==> src/rtl/alu_result_queue.sv <==
// Collects flagged ALU unit results, tags them by source and queues them
// in a show-ahead FIFO drained over a valid/ready handshake.
module alu_result_queue #(
  parameter  int WIDTH = 16,
  parameter  int DEPTH = 4,
  localparam int AW    = $clog2(DEPTH),
  localparam int CW    = AW + 1
) (
  input  logic             CLK,
  input  logic             RST,
  input  logic [WIDTH-1:0] Arith_Out,
  input  logic             Arith_Flag,
  input  logic [WIDTH-1:0] Logic_Out,
  input  logic             Logic_Flag,
  input  logic [WIDTH-1:0] CMP_Out,
  input  logic             CMP_Flag,
  input  logic [WIDTH-1:0] SHIFT_Out,
  input  logic             SHIFT_Flag,
  output logic [WIDTH-1:0] out_data,
  output logic [1:0]       out_tag,
  output logic             out_valid,
  input  logic             out_ready,
  output logic [CW-1:0]    count,
  output logic             overflow,
  output logic             collision
);

  logic [WIDTH+1:0] mem [DEPTH];
  logic [WIDTH+1:0] head_q;
  logic [WIDTH+1:0] wdata;
  logic [AW-1:0]    rd_ptr;
  logic [AW-1:0]    wr_ptr;
  logic [AW-1:0]    rd_next;
  logic [CW-1:0]    cnt_next;
  logic [1:0]       sel_tag;
  logic [WIDTH-1:0] sel_data;
  logic [2:0]       n_flags;
  logic             push;
  logic             pop;
  logic             full;
  logic             accept;

  always_comb begin
    sel_tag  = 2'b00;
    sel_data = Arith_Out;
    if (Arith_Flag) begin
      sel_tag  = 2'b00;
      sel_data = Arith_Out;
    end else if (Logic_Flag) begin
      sel_tag  = 2'b01;
      sel_data = Logic_Out;
    end else if (CMP_Flag) begin
      sel_tag  = 2'b10;
      sel_data = CMP_Out;
    end else if (SHIFT_Flag) begin
      sel_tag  = 2'b11;
      sel_data = SHIFT_Out;
    end
  end

  assign n_flags = {2'b00, Arith_Flag} + {2'b00, Logic_Flag}
                 + {2'b00, CMP_Flag} + {2'b00, SHIFT_Flag};

  assign push      = Arith_Flag | Logic_Flag | CMP_Flag | SHIFT_Flag;
  assign out_valid = (count != '0);
  assign full      = (count == CW'(DEPTH));
  assign pop       = out_valid & out_ready;
  assign accept    = push & (~full | pop);
  assign wdata     = {sel_tag, sel_data};
  assign rd_next   = pop ? rd_ptr + AW'(1) : rd_ptr;

  always_comb begin
    cnt_next = count;
    if (accept && !pop)
      cnt_next = count + CW'(1);
    else if (!accept && pop)
      cnt_next = count - CW'(1);
  end

  always_ff @(posedge CLK) begin
    if (accept)
      mem[wr_ptr] <= wdata;
  end

  always_ff @(posedge CLK) begin
    if (RST) begin
      rd_ptr    <= '0;
      wr_ptr    <= '0;
      count     <= '0;
      head_q    <= '0;
      overflow  <= 1'b0;
      collision <= 1'b0;
    end else begin
      rd_ptr <= rd_next;
      count  <= cnt_next;
      if (accept)
        wr_ptr <= wr_ptr + AW'(1);
      // New head is the incoming word only when it lands on the read slot
      if (cnt_next != '0)
        head_q <= (accept && wr_ptr == rd_next) ? wdata : mem[rd_next];
      if (push && full && !pop)
        overflow <= 1'b1;
      if (n_flags > 3'd1)
        collision <= 1'b1;
    end
  end

  assign out_data = head_q[WIDTH-1:0];
  assign out_tag  = head_q[WIDTH+1:WIDTH];

endmodule

==> config.mk <==
export PLATFORM = sky130hd
export DESIGN_NAME = alu_result_queue
export DESIGN_NICKNAME = d
export VERILOG_FILES = /design/src/rtl/alu_result_queue.sv
export SDC_FILE = /design/constraint.sdc
export NUM_CORES = 1
export LEC_CHECK = 0
export BUFFER_PORTS_ARGS = -buffer_cell sky130_fd_sc_hd__buf_2
export CAP_MARGIN = 20
export CORE_MARGIN = 4
export CORE_UTILIZATION = 57
export DETAILED_ROUTE_END_ITERATION = 6
export PLACE_DENSITY = 0.81
export SYNTH_ARGS = -nofsm -noshare
export SYNTH_HDL_FRONTEND = slang
export SYNTH_SLANG_ARGS = --single-unit
export TNS_END_PERCENT = 1
==> constraint.sdc <==
create_clock -name CLK -period 4.67 [get_ports CLK]
set_clock_uncertainty 0.15 [all_clocks]
set_input_delay 1.401 -clock CLK [delete_from_list [all_inputs] [get_ports CLK]]
set_output_delay 1.401 -clock CLK [all_outputs]
set_load 0.1 [all_outputs]
; ---- After elaboration in Yosys (flattened, before gate mapping)
; Memory sizes are Yosys's and may differ from the RTL's. A register that Yosys moved wholly into a read port is not among the register bits.
; Index checks and enable logic that the tools add are counted.
[word_totals]
elab_cells = 43
n_memories = 1
ramBits = 72
regBits = 9
out_inout_bits = 24
input_bits = 71
[classes]
add_sub_neg = 7
n_mux = 13
eq_ne = 1
bitwise_logic = 7
n_lt_le_gt_ge = 1
reduce_logical = 8
[mem_list]
columns = memory, words, word_bits, rd, rd_ports_with_merged_regs, wr, line
row1 = mem, 4, 18, 1, 1, 1, 28  ; logic [WIDTH+1:0] mem [DEPTH];
[op_table]
columns = cell, n
row1 = 16-bit 2-to-1 mux, 4
row2 = 2-bit 2-to-1 mux, 5
row3 = 3-bit 2-to-1 mux, 2
row4 = 3-bit nonzero test, 2
row5 = 2-bit by 1-bit adder with 2-bit output (second input constant), 2
row6 = 1-bit logical AND, 4
row7 = 1-bit bitwise OR, 4
row8 = 2-bit by 1-bit adder with 3-bit output, 1
row9 = 3-bit by 1-bit adder with 3-bit output, 1
row10 = 3-bit by 1-bit adder with 3-bit output (second input constant), 1
row11 = 3-bit equality test (second input constant), 1
row12 = 3-bit by 1-bit > comparator with 1-bit output (second input constant), 1
row13 = 3-bit by 1-bit subtractor with 3-bit output (second input constant), 1
row14 = 1-bit by 1-bit adder with 2-bit output, 1
row15 = 1-bit AND, 2
row16 = 1-bit zero test, 2
row17 = 1-bit 2-to-1 mux, 2
row18 = 1-bit NOT, 1

; ---- Depth between registers and ports, before layout
; Gate-level depths: netlist of run 1.
[logic_depth]
word_depth = 9
ltp_mapped = 11
ltp_nobuf = 9

; ---- Worst setup path before layout of run 1
; No wires, ideal clock.
[synth_path]
path_type = reg2out
start = register count[0]
end = output out_valid
arrival_time_ns = 2.784
stages_incl_launch_ff = 6
setup_slack_ns = 0.335
t_required_ns = 3.119
n_path_buf = 1
cell_sequence = dfxtp_1 -> inv_1 -> ha_1 -> nor2b_4 -> inv_2 -> clkbuf_1
[synth_via]
elab_chain_len = 1
[synth_rtl]
columns = item, line
row1 = start: declaration, 23  ; output logic [CW-1:0] count,
row2 = start signal: assignment, 95  ; count <= cnt_next;
row3 = 3-bit nonzero test, 65  ; assign out_valid = (count != '0);
row4 = end: declaration, 21  ; output logic out_valid,
; No other way between the ends.

; ---- Final worst setup path of run 1
; Same ends and word-level chain as after synthesis.

==> flow_metrics.env, run 1 <==
export IMPL_rows=35
export IMPL_yosysSeqAreaShare=0.4853
export IMPL_setup_violations=0
export IMPL_worstHoldStart="head_q[0]"
export IMPL_cts_tree="done"
export IMPL_p_clk_frac=0.126
export IMPL_crit_path_end_kind="output port"
export IMPL_synthFlopType="edfxtp_1"
export IMPL_critPathKind="reg2out"
export IMPL_synth_area_per_cell_um2=10.75
export IMPL_io_pins=95
export IMPL_start_util=0.5943
export IMPL_synth_nets=598
export IMPL_netlist_area_um2=5569
export IMPL_syn_inst=518
export IMPL_synth_top_area_share=0.3882
export IMPL_cts_hold_buf=0
export IMPL_drive_gt1_frac=0.2277
export IMPL_fin_util=0.6668
export IMPL_yosysWarnings=0
export IMPL_die_h_um=106.8
export IMPL_cts_resized=0
export IMPL_grt_first_pass_wirelength_mm=23.38
export IMPL_outcome="finished clean"
export IMPL_antenna_found_initial=0
export IMPL_layout_nets=668
export IMPL_required_ns=3.12
export IMPL_fin_crit_sh=0.8471
export IMPL_ys_seq_elements=99
export IMPL_hold_end="head_q[0]"
export IMPL_drc_errors=0
export IMPL_power_leakage_nw=2.493
export IMPL_fin_ws_ns=0.7142
export IMPL_num_vias=4768
export IMPL_cts_max_path_buffers=2
export IMPL_clock_sinks=99
export IMPL_firstDrtPassIters=5
export IMPL_hp_class="reg2reg"
export IMPL_p_total_mw=3.897
export IMPL_relSlewSlack=0.3185
export IMPL_die_w_um=106.8
export IMPL_p_sw_mw=1.937
export IMPL_timing_rr_end="head_q[3]"
export IMPL_cts_root_buf="clkbuf_8"
export IMPL_overflow=0
export IMPL_area_growth_pct=12.20
export IMPL_min_period_ns=3.956
export IMPL_cap_violations=0
export IMPL_r2r_start="count[0]"
export IMPL_drv_slew=0
export IMPL_async_flop_share=0
export IMPL_wire_per_inst_um=19.95
export IMPL_dieArea_um2=11420
export IMPL_power_frac_seq=0.323
export IMPL_layout_cells_non_filler=722
export IMPL_antenna_cells=0
export IMPL_clock_latency_ns=0.36
export IMPL_track_usage=0.2589
export IMPL_fillers=805
export IMPL_core_area_um2=9371
export IMPL_grt_max_degree=72
export IMPL_numCtsBuffers=9
export IMPL_rsz0062_at_grt="no"
export IMPL_critPathArrivalTime_ns=2.40
export IMPL_holdWs_ns=0.3061
export IMPL_synth_edff_count=72
export IMPL_dp_slack_ns=0.5004
export IMPL_p_comb_frac=0.551
export IMPL_switching_share=0.4971
export IMPL_htreeDepth=3
export IMPL_drt_initial_drc_count=542
export IMPL_routed_wl_mm=14.41
export IMPL_synth_cell_types=52
export IMPL_dpl_hpwl_mm=9.842
export IMPL_p_int_mw=1.960
export IMPL_path_clk_slew_ns=0.10
export IMPL_max_freq_mhz=252.8
export IMPL_ant_nets=0
export IMPL_startpoint_type="flop"
export IMPL_portBuffers=94
export IMPL_netlist_top_cell_by_area="edfxtp_1"
export IMPL_tightestPinTransition_ns=1.020
export IMPL_power_density_nw_per_um2=623.7
export IMPL_reg2reg_depth=9
export IMPL_r2r_setup_slack_ns=0.98
export IMPL_final_area_um2=6248
export IMPL_yosys_top_cells_area="edfxtp_1, dfxtp_1, a211oi_1, and3_1, nand2_1"
export IMPL_setup_tns_final_ns=0
export IMPL_path_max_fanout=40
export IMPL_holdPathStages=2
export IMPL_cts_setup_buffers=0
export IMPL_post_place_cells=706
export IMPL_place_area_um2=6077
export IMPL_finalHoldViolations=0
export IMPL_grt_pass1_vias=4642
export IMPL_peakVddDrop_mv=0.4586
export IMPL_vias_per_cell=6.604
export IMPL_gp_congestion=0.8824
-- how the worst max path moves through the flow --
stage               start         end  cells past startpoint
6_report         count[0]   out_valid                      5
3_3_place_gp   Logic_Flag  head_q[10]                      9
5_1_grt        Logic_Flag   head_q[7]                      9
3_5_place_dp   Logic_Flag  head_q[12]                      9
2_1_floorplan    count[0]   out_valid                      5
4_1_cts          count[0]   out_valid                      5
-- Yosys cell counts (all sizes together), types with 3 or more instances --
cell type	instances
clkbuf	32
and3	36
mux2i	18
nor3	4
edfxtp	72
o21ai	7
o21a	16
nor2	16
ha	8
clkinv	3
dfxtp	27
a221o	16
and2	4
a311oi	17
a211o	17
nand3	3
o311ai	18
a21oi	24
buf	16
nor2b	5
a22o	15
inv	8
xnor2	3
a211oi	57
nand2	58
-- metal layers --
metal,routed length [um],global-route usage
met5,0,0
met4,214,0.07763
met3,1349,0.02890
met2,6737,0.4227
met1,6105,0.3655
-- cell type report --
class	count	area (um2)	area share
clock buffer	11	131.4	0.02103
clock inverter	5	40.04	0.006408
inverter	11	41.29	0.006608
multi-input combinational	360	2604	0.4167
sequential	99	2703	0.4325
tap	129	161.4	0.02583
timing repair buffer	107	568.0	0.09091
-- worst max-delay path, stage by stage (launching register included) --
cell,delay (ns)
dfxtp_1,0.42
inv_1,0.11
ha_1,0.27
nor2b_4,0.17
inv_2,0.50
buf_2,0.55
-- power by group through the flow --
stage,registers (mW),logic (mW),clock network (mW)
floorplan,1.73,1.24,0
global placement,1.27,2.05,0
detailed placement,1.28,2.13,0
CTS,1.26,2.14,0.494
global route,1.28,2.30,0.537
finish,1.26,2.15,0.492
-- logic make-up after synthesis --
kind of cell,after synthesis,share of synthesized area
AO/OA/AOI/OAI,194,0.2811
AND/OR/NAND/NOR,135,0.1249
flip-flops,99,0.4853
buffers and inverters,59,0.04718
multiplexers,18,0.03235
adder cells (fa/ha/maj),9,0.02157
XOR/XNOR,4,0.007640
-- layout by cell type (no fill, tap or decap), types with 7 or more instances in the layout --
cell type / synthesis / final
ha_1: 8 / 8
dfxtp_1: 27 / 27
buf_4: 6 / 13
a221o_1: 16 / 16
a211o_1: 17 / 17
a211oi_1: 57 / 57
a311oi_1: 17 / 17
buf_2: 9 / 94
a21oi_1: 23 / 23
o311ai_0: 7 / 7
edfxtp_1: 72 / 72
nor2_1: 15 / 15
o21a_1: 16 / 16
and3_1: 36 / 36
clkbuf_8: 0 / 9
mux2i_1: 18 / 18
nand2_1: 57 / 57
o311ai_1: 11 / 11
a22o_1: 15 / 15
-- flip-flops by register name (all words and copies together) (netlist names) --
signal and flops:
mem 72, head_q 18, count 3, rd_ptr 2, wr_ptr 2, collision 1, overflow 1
Power figures use the tool's default switching activity.
==> run 2, diff against run 1 <==
clock period = 4.15 ns   (was 4.67 ns; I/O delays follow)
==> flow_metrics.env, run 2 (synthesized netlist as in run 1, its figures left out) <==
export IMPL_peakVddDrop_mv=0.3571
export IMPL_outcome="finished clean"
export IMPL_grt_max_degree=73
export IMPL_largest_register_ffs=72
export IMPL_numCtsBuffers=9
export IMPL_max_freq_mhz=257.1
export IMPL_path_max_fanout=40
export IMPL_wl_met2_mm=6.778
export IMPL_ant_nets=0
export IMPL_routed_wl_mm=14.61
export IMPL_die_h_um=106.8
export IMPL_htreeDepth=3
export IMPL_drv_slew=0
export IMPL_cts_max_path_buffers=2
export IMPL_wire_per_inst_um=20.12
export IMPL_rows=35
export IMPL_dieArea_um2=11420
export IMPL_final_area_um2=6319
export IMPL_worst_setup_path_endpoint="out_valid"
export IMPL_drt_initial_drc_count=562
export IMPL_drt_met1_wl_mm=6.051
export IMPL_fillers=757
export IMPL_r2r_setup_slack_ns=0.31
export IMPL_timing_rr_end="head_q[1]"
export IMPL_cap_violations=0
export IMPL_tightestPinTransition_ns=0.9437
export IMPL_drive_gt1_frac=0.2345
export IMPL_clock_sinks=99
export IMPL_slowest_delay_ns=0.55
export IMPL_layout_commonest_cell="buf_2"
export IMPL_cts_resized=0
export IMPL_vias_per_cell=6.567
export IMPL_min_period_ns=3.890
export IMPL_track_usage=0.2649
export IMPL_holdWs_ns=0.3062
export IMPL_start_util=0.5943
export IMPL_critPathArrivalTime_ns=2.49
export IMPL_grt_first_pass_wirelength_mm=23.70
export IMPL_fin_ws_ns=0.2603
export IMPL_cp_top_family="buffers and inverters"
export IMPL_gp_congestion=0.8781
export IMPL_power_density_nw_per_um2=714.0
export IMPL_setup_tns_final_ns=0
export IMPL_hp_class="reg2reg"
export IMPL_crit_chain="inv_1 -> ha_1 -> nor2b_4 -> inv_2 -> buf_2"
export IMPL_fin_crit_sh=0.9373
export IMPL_rsz0062_at_grt="no"
export IMPL_layout_nets=672
export IMPL_dp_slack_ns=0.3676
export IMPL_path_clk_slew_ns=0.09
export IMPL_critPathKind="reg2out"
export IMPL_wl_met3_mm=1.518
export IMPL_reg2reg_depth=9
export IMPL_cts_setup_buffers=0
export IMPL_io_pins=95
export IMPL_reg_top3="mem (72), head_q (18), count (3)"
export IMPL_relSlewSlack=0.3702
export IMPL_most_common_layout_cells="buf_2, edfxtp_1, nand2_1, a211oi_1, and3_1"
export IMPL_die_w_um=106.8
export IMPL_crit_path_top_delay_cell="buf_2"
export IMPL_antenna_cells=0
export IMPL_drc_errors=0
export IMPL_area_growth_pct=13.46
export IMPL_top_layer="met4"
export IMPL_crit_cells=5
export IMPL_dpl_hpwl_mm=9.689
export IMPL_holdPathStages=2
export IMPL_clock_latency_ns=0.36
export IMPL_setup_worst_path_start="count[0]"
export IMPL_r2r_start="count[0]"
export IMPL_top_register="mem"
export IMPL_finalHoldViolations=0
export IMPL_portBuffers=94
export IMPL_cts_hold_buf=0
export IMPL_antenna_found_initial=0
export IMPL_cts_root_buf="clkbuf_8"
export IMPL_grt_pass1_vias=4713
export IMPL_power_leakage_nw=2.536
export IMPL_core_area_um2=9371
export IMPL_startpoint_type="flop"
export IMPL_place_area_um2=6112
export IMPL_cts_tree="done"
export IMPL_post_place_cells=709
export IMPL_path_buf_inv=3
export IMPL_required_ns=2.75
export IMPL_worstHoldStart="head_q[7]"
export IMPL_setup_violations=0
export IMPL_num_vias=4768
export IMPL_crit_path_end_kind="output port"
export IMPL_firstDrtPassIters=5
export IMPL_overflow=0
export IMPL_layout_cells_non_filler=726
-- run 2: cell count changes in the layout (fill, tap and decap cells not counted) --
cell,before,now
clkbuf_1,2,0
inv_6,1,2
buf_12,0,1
clkinv_1,3,4
buf_4,13,16
clkinvlp_4,3,2
bufinv_16,0,1
-- run 2: how the worst min path moves through the flow --
stage	slack, ns	end
after floorplan	0.37	wr_ptr[1]
after CTS	0.31	head_q[7]
after global routing	0.33	head_q[7]
after detailed placement	0.30	head_q[7]
after global placement	0.29	head_q[12]
final	0.31	head_q[7]
-- run 2: power by group --
| part | internal [mW] | total [mW] | switching, mW |
|---|---|---|---|
| logic | 0.712 | 2.48 | 1.77 |
| registers | 1.29 | 1.41 | 0.120 |
| clock network | 0.282 | 0.620 | 0.338 |
-- run 2: final cells by class --
class                      instances  area [um2]  share of cell area
sequential                        99        2703              0.4277
multi-input combinational        360        2604              0.4121
timing repair buffer             111       610.6             0.09663
tap                              129       161.4             0.02554
clock buffer                       9       123.9             0.01960
clock inverter                     7       75.07             0.01188
inverter                          11       41.29            0.006535
-- run 2: through the flow --
| stage | power [mW] | util |
|---|---|---|
| detailed placement | 3.863 | 0.6522 |
| CTS | 4.473 | 0.6734 |
| global placement | 3.804 | 0.6522 |
| global route | 4.750 | 0.6742 |
| floorplan | 3.355 | - |
| finish | 4.512 | 0.6742 |
-- run 2: per-layer routing --
metal  track usage  vias to the layer above
li1              -                     2193
met1        0.3529                     2269
met2        0.4317                      279
met3       0.05418                       27
met4       0.09315                        0
met5             0                        -
-- run 2: tightest hold or removal path: cells and delay by family, from the launching register on --
family,cells,cell delay (ns)
compound gates,1,0.05
simple gates,1,0.05
flops,1,0.31
==> run 3, diff against run 2 <==
ABC_AREA = 1   (was unset)
==> flow_metrics.env, run 3 <==
export IMPL_vias_per_cell=5.222
export IMPL_antenna_cells=0
export IMPL_critPathKind="in2reg"
export IMPL_overflow=0
export IMPL_layout_commonest_cell="nand2_1"
export IMPL_setup_tns_final_ns=0
export IMPL_portBuffers=94
export IMPL_drive_gt1_frac=0.1802
export IMPL_startpoint_type="primary input"
export IMPL_reg2reg_depth=12
export IMPL_synth_cell_types=29
export IMPL_outcome="finished clean"
export IMPL_relSlewSlack=0.5021
export IMPL_fin_util=0.6621
export IMPL_synth_top_area_share=0.3951
export IMPL_critPathArrivalTime_ns=3.34
export IMPL_cts_root_buf="clkbuf_8"
export IMPL_netlist_top_cell_by_area="edfxtp_1"
export IMPL_yosysMostFrequentCell="nand2_1"
export IMPL_start_util=0.5895
export IMPL_finalHoldViolations=0
export IMPL_power_density_nw_per_um2=790.7
export IMPL_power_leakage_nw=3.082
export IMPL_htreeDepth=3
export IMPL_cts_max_path_buffers=2
export IMPL_path_clk_slew_ns=0.10
export IMPL_die_h_um=106.0
export IMPL_yosysSeqAreaShare=0.4938
export IMPL_synth_edff_count=72
export IMPL_clock_sinks=99
export IMPL_post_place_cells=901
export IMPL_grt_max_degree=38
export IMPL_layout_cells_non_filler=917
export IMPL_holdWs_ns=0.3391
export IMPL_area_growth_pct=12.32
export IMPL_reg_top3="mem (72), head_q (18), count (3)"
export IMPL_holdPathStages=2
export IMPL_top_register="mem"
export IMPL_peakVddDrop_mv=0.4921
export IMPL_cts_tree="done"
export IMPL_ant_nets=0
export IMPL_largest_register_ffs=72
export IMPL_cts_resized=0
export IMPL_setup_violations=0
export IMPL_required_ns=4.30
export IMPL_drv_slew=0
export IMPL_rows=35
export IMPL_min_period_ns=3.184
export IMPL_dpl_hpwl_mm=8.853
export IMPL_most_common_layout_cells="nand2_1, inv_1, buf_2, nor2_1, edfxtp_1"
export IMPL_max_freq_mhz=314.0
export IMPL_cts_setup_buffers=0
export IMPL_layout_nets=863
export IMPL_cap_violations=0
export IMPL_grt_first_pass_wirelength_mm=20.99
export IMPL_yosysWarnings=0
export IMPL_crit_path_end_kind="flop"
export IMPL_synthFlopType="edfxtp_1"
export IMPL_antenna_found_initial=0
export IMPL_rsz0062_at_grt="no"
export IMPL_final_area_um2=6147
export IMPL_drc_errors=0
export IMPL_place_area_um2=5953
export IMPL_yosys_top_cells_area="edfxtp_1, nand2_1, dfxtp_1, inv_1, nor2_1"
export IMPL_path_max_fanout=20
export IMPL_tightestPinTransition_ns=0.7443
export IMPL_syn_inst=703
export IMPL_wire_per_inst_um=13.96
export IMPL_netlist_area_um2=5473
export IMPL_clock_latency_ns=0.36
export IMPL_io_pins=95
export IMPL_gp_congestion=0.8793
export IMPL_track_usage=0.2339
export IMPL_synth_nets=783
export IMPL_dieArea_um2=11230
export IMPL_synth_area_per_cell_um2=7.785
export IMPL_firstDrtPassIters=5
export IMPL_drt_initial_drc_count=305
export IMPL_num_vias=4789
export IMPL_core_area_um2=9284
export IMPL_ys_seq_elements=99
export IMPL_fin_crit_sh=0.7673
export IMPL_fillers=798
export IMPL_die_w_um=106.0
export IMPL_yosys_top_cells_count="nand2_1, inv_1, nor2_1, edfxtp_1, nand3_1"
export IMPL_routed_wl_mm=12.80
export IMPL_cts_hold_buf=0
export IMPL_async_flop_share=0
export IMPL_hp_class="reg2reg"
export IMPL_grt_pass1_vias=4535
export IMPL_numCtsBuffers=9
-- run 3: changes by cell type after synthesis, moves of 17 or more --
cell,change
nand4_1,+36
a211o_1,-17
nand2_1,+172
and3_1,-36
mux2i_1,-18
clkbuf_1,-25
nand3_1,+55
inv_1,+97
a211oi_1,-57
nor2_1,+68
a311oi_1,-17
-- run 3: power by group --
part           total (mW)  internal, mW  switching [mW]
combinational        2.81         0.660            2.15
sequential           1.45          1.36          0.0964
clock               0.597         0.247           0.350
-- run 3: routing by layer --
layer / GRT usage / vias up / part of all wire
met1: 0.3088 / 2141 / 0.43
met2: 0.3898 / 259 / 0.46
li1: - / 2374 / -
met4: 0.07956 / 0 / 0.016
met3: 0.04250 / 15 / 0.093
met5: 0 / - / 0
-- run 3: kinds of logic after synthesis --
group / synth area share
buf+inv: 0.1157
fa+ha+maj: 0.02195
simple gates: 0.3443
flops: 0.4938
xor+xnor: 0.003201
compound gates: 0.02103
-- run 3: per-stage QoR --
step                setup WS [ns]  power [mW]
floorplan                  0.5754       3.769
global placement           0.7654       4.153
detailed placement         0.6437       4.252
CTS                         1.016       4.846
global route               0.6818       5.210
finish                     0.9656       4.861
-- run 3: worst max-delay path, stage by stage --
cell and delay (ns):
buf_2 0.32, clkinv_1 0.16, ha_1 0.21, nand2_1 0.18, nand3_2 0.17, nand2_1 0.10
nand2_1 0.06, nand2_2 0.30, nand3_4 0.15, nor2_8 0.25, nor2_1 0.08, nor2_1 0.10
-- run 3: cell type report --
cell class / count / area (um2) / share of cell area
clock buffer: 10 / 137.6 / 0.02239
clock inverter: 6 / 56.30 / 0.009159
inverter: 111 / 421.7 / 0.06859
multi-input combinational: 460 / 2137 / 0.3476
sequential: 99 / 2703 / 0.4396
tap: 129 / 161.4 / 0.02626
timing repair buffer: 102 / 530.5 / 0.08630
-- run 3: final timing paths --
kind                                  from          to  slack, ns
worst max register to register    count[0]   head_q[1]       1.49
worst min-delay path              overflow    overflow       0.34
worst max-delay path            Logic_Flag  head_q[15]       0.97
worst min register to register    overflow    overflow       0.34
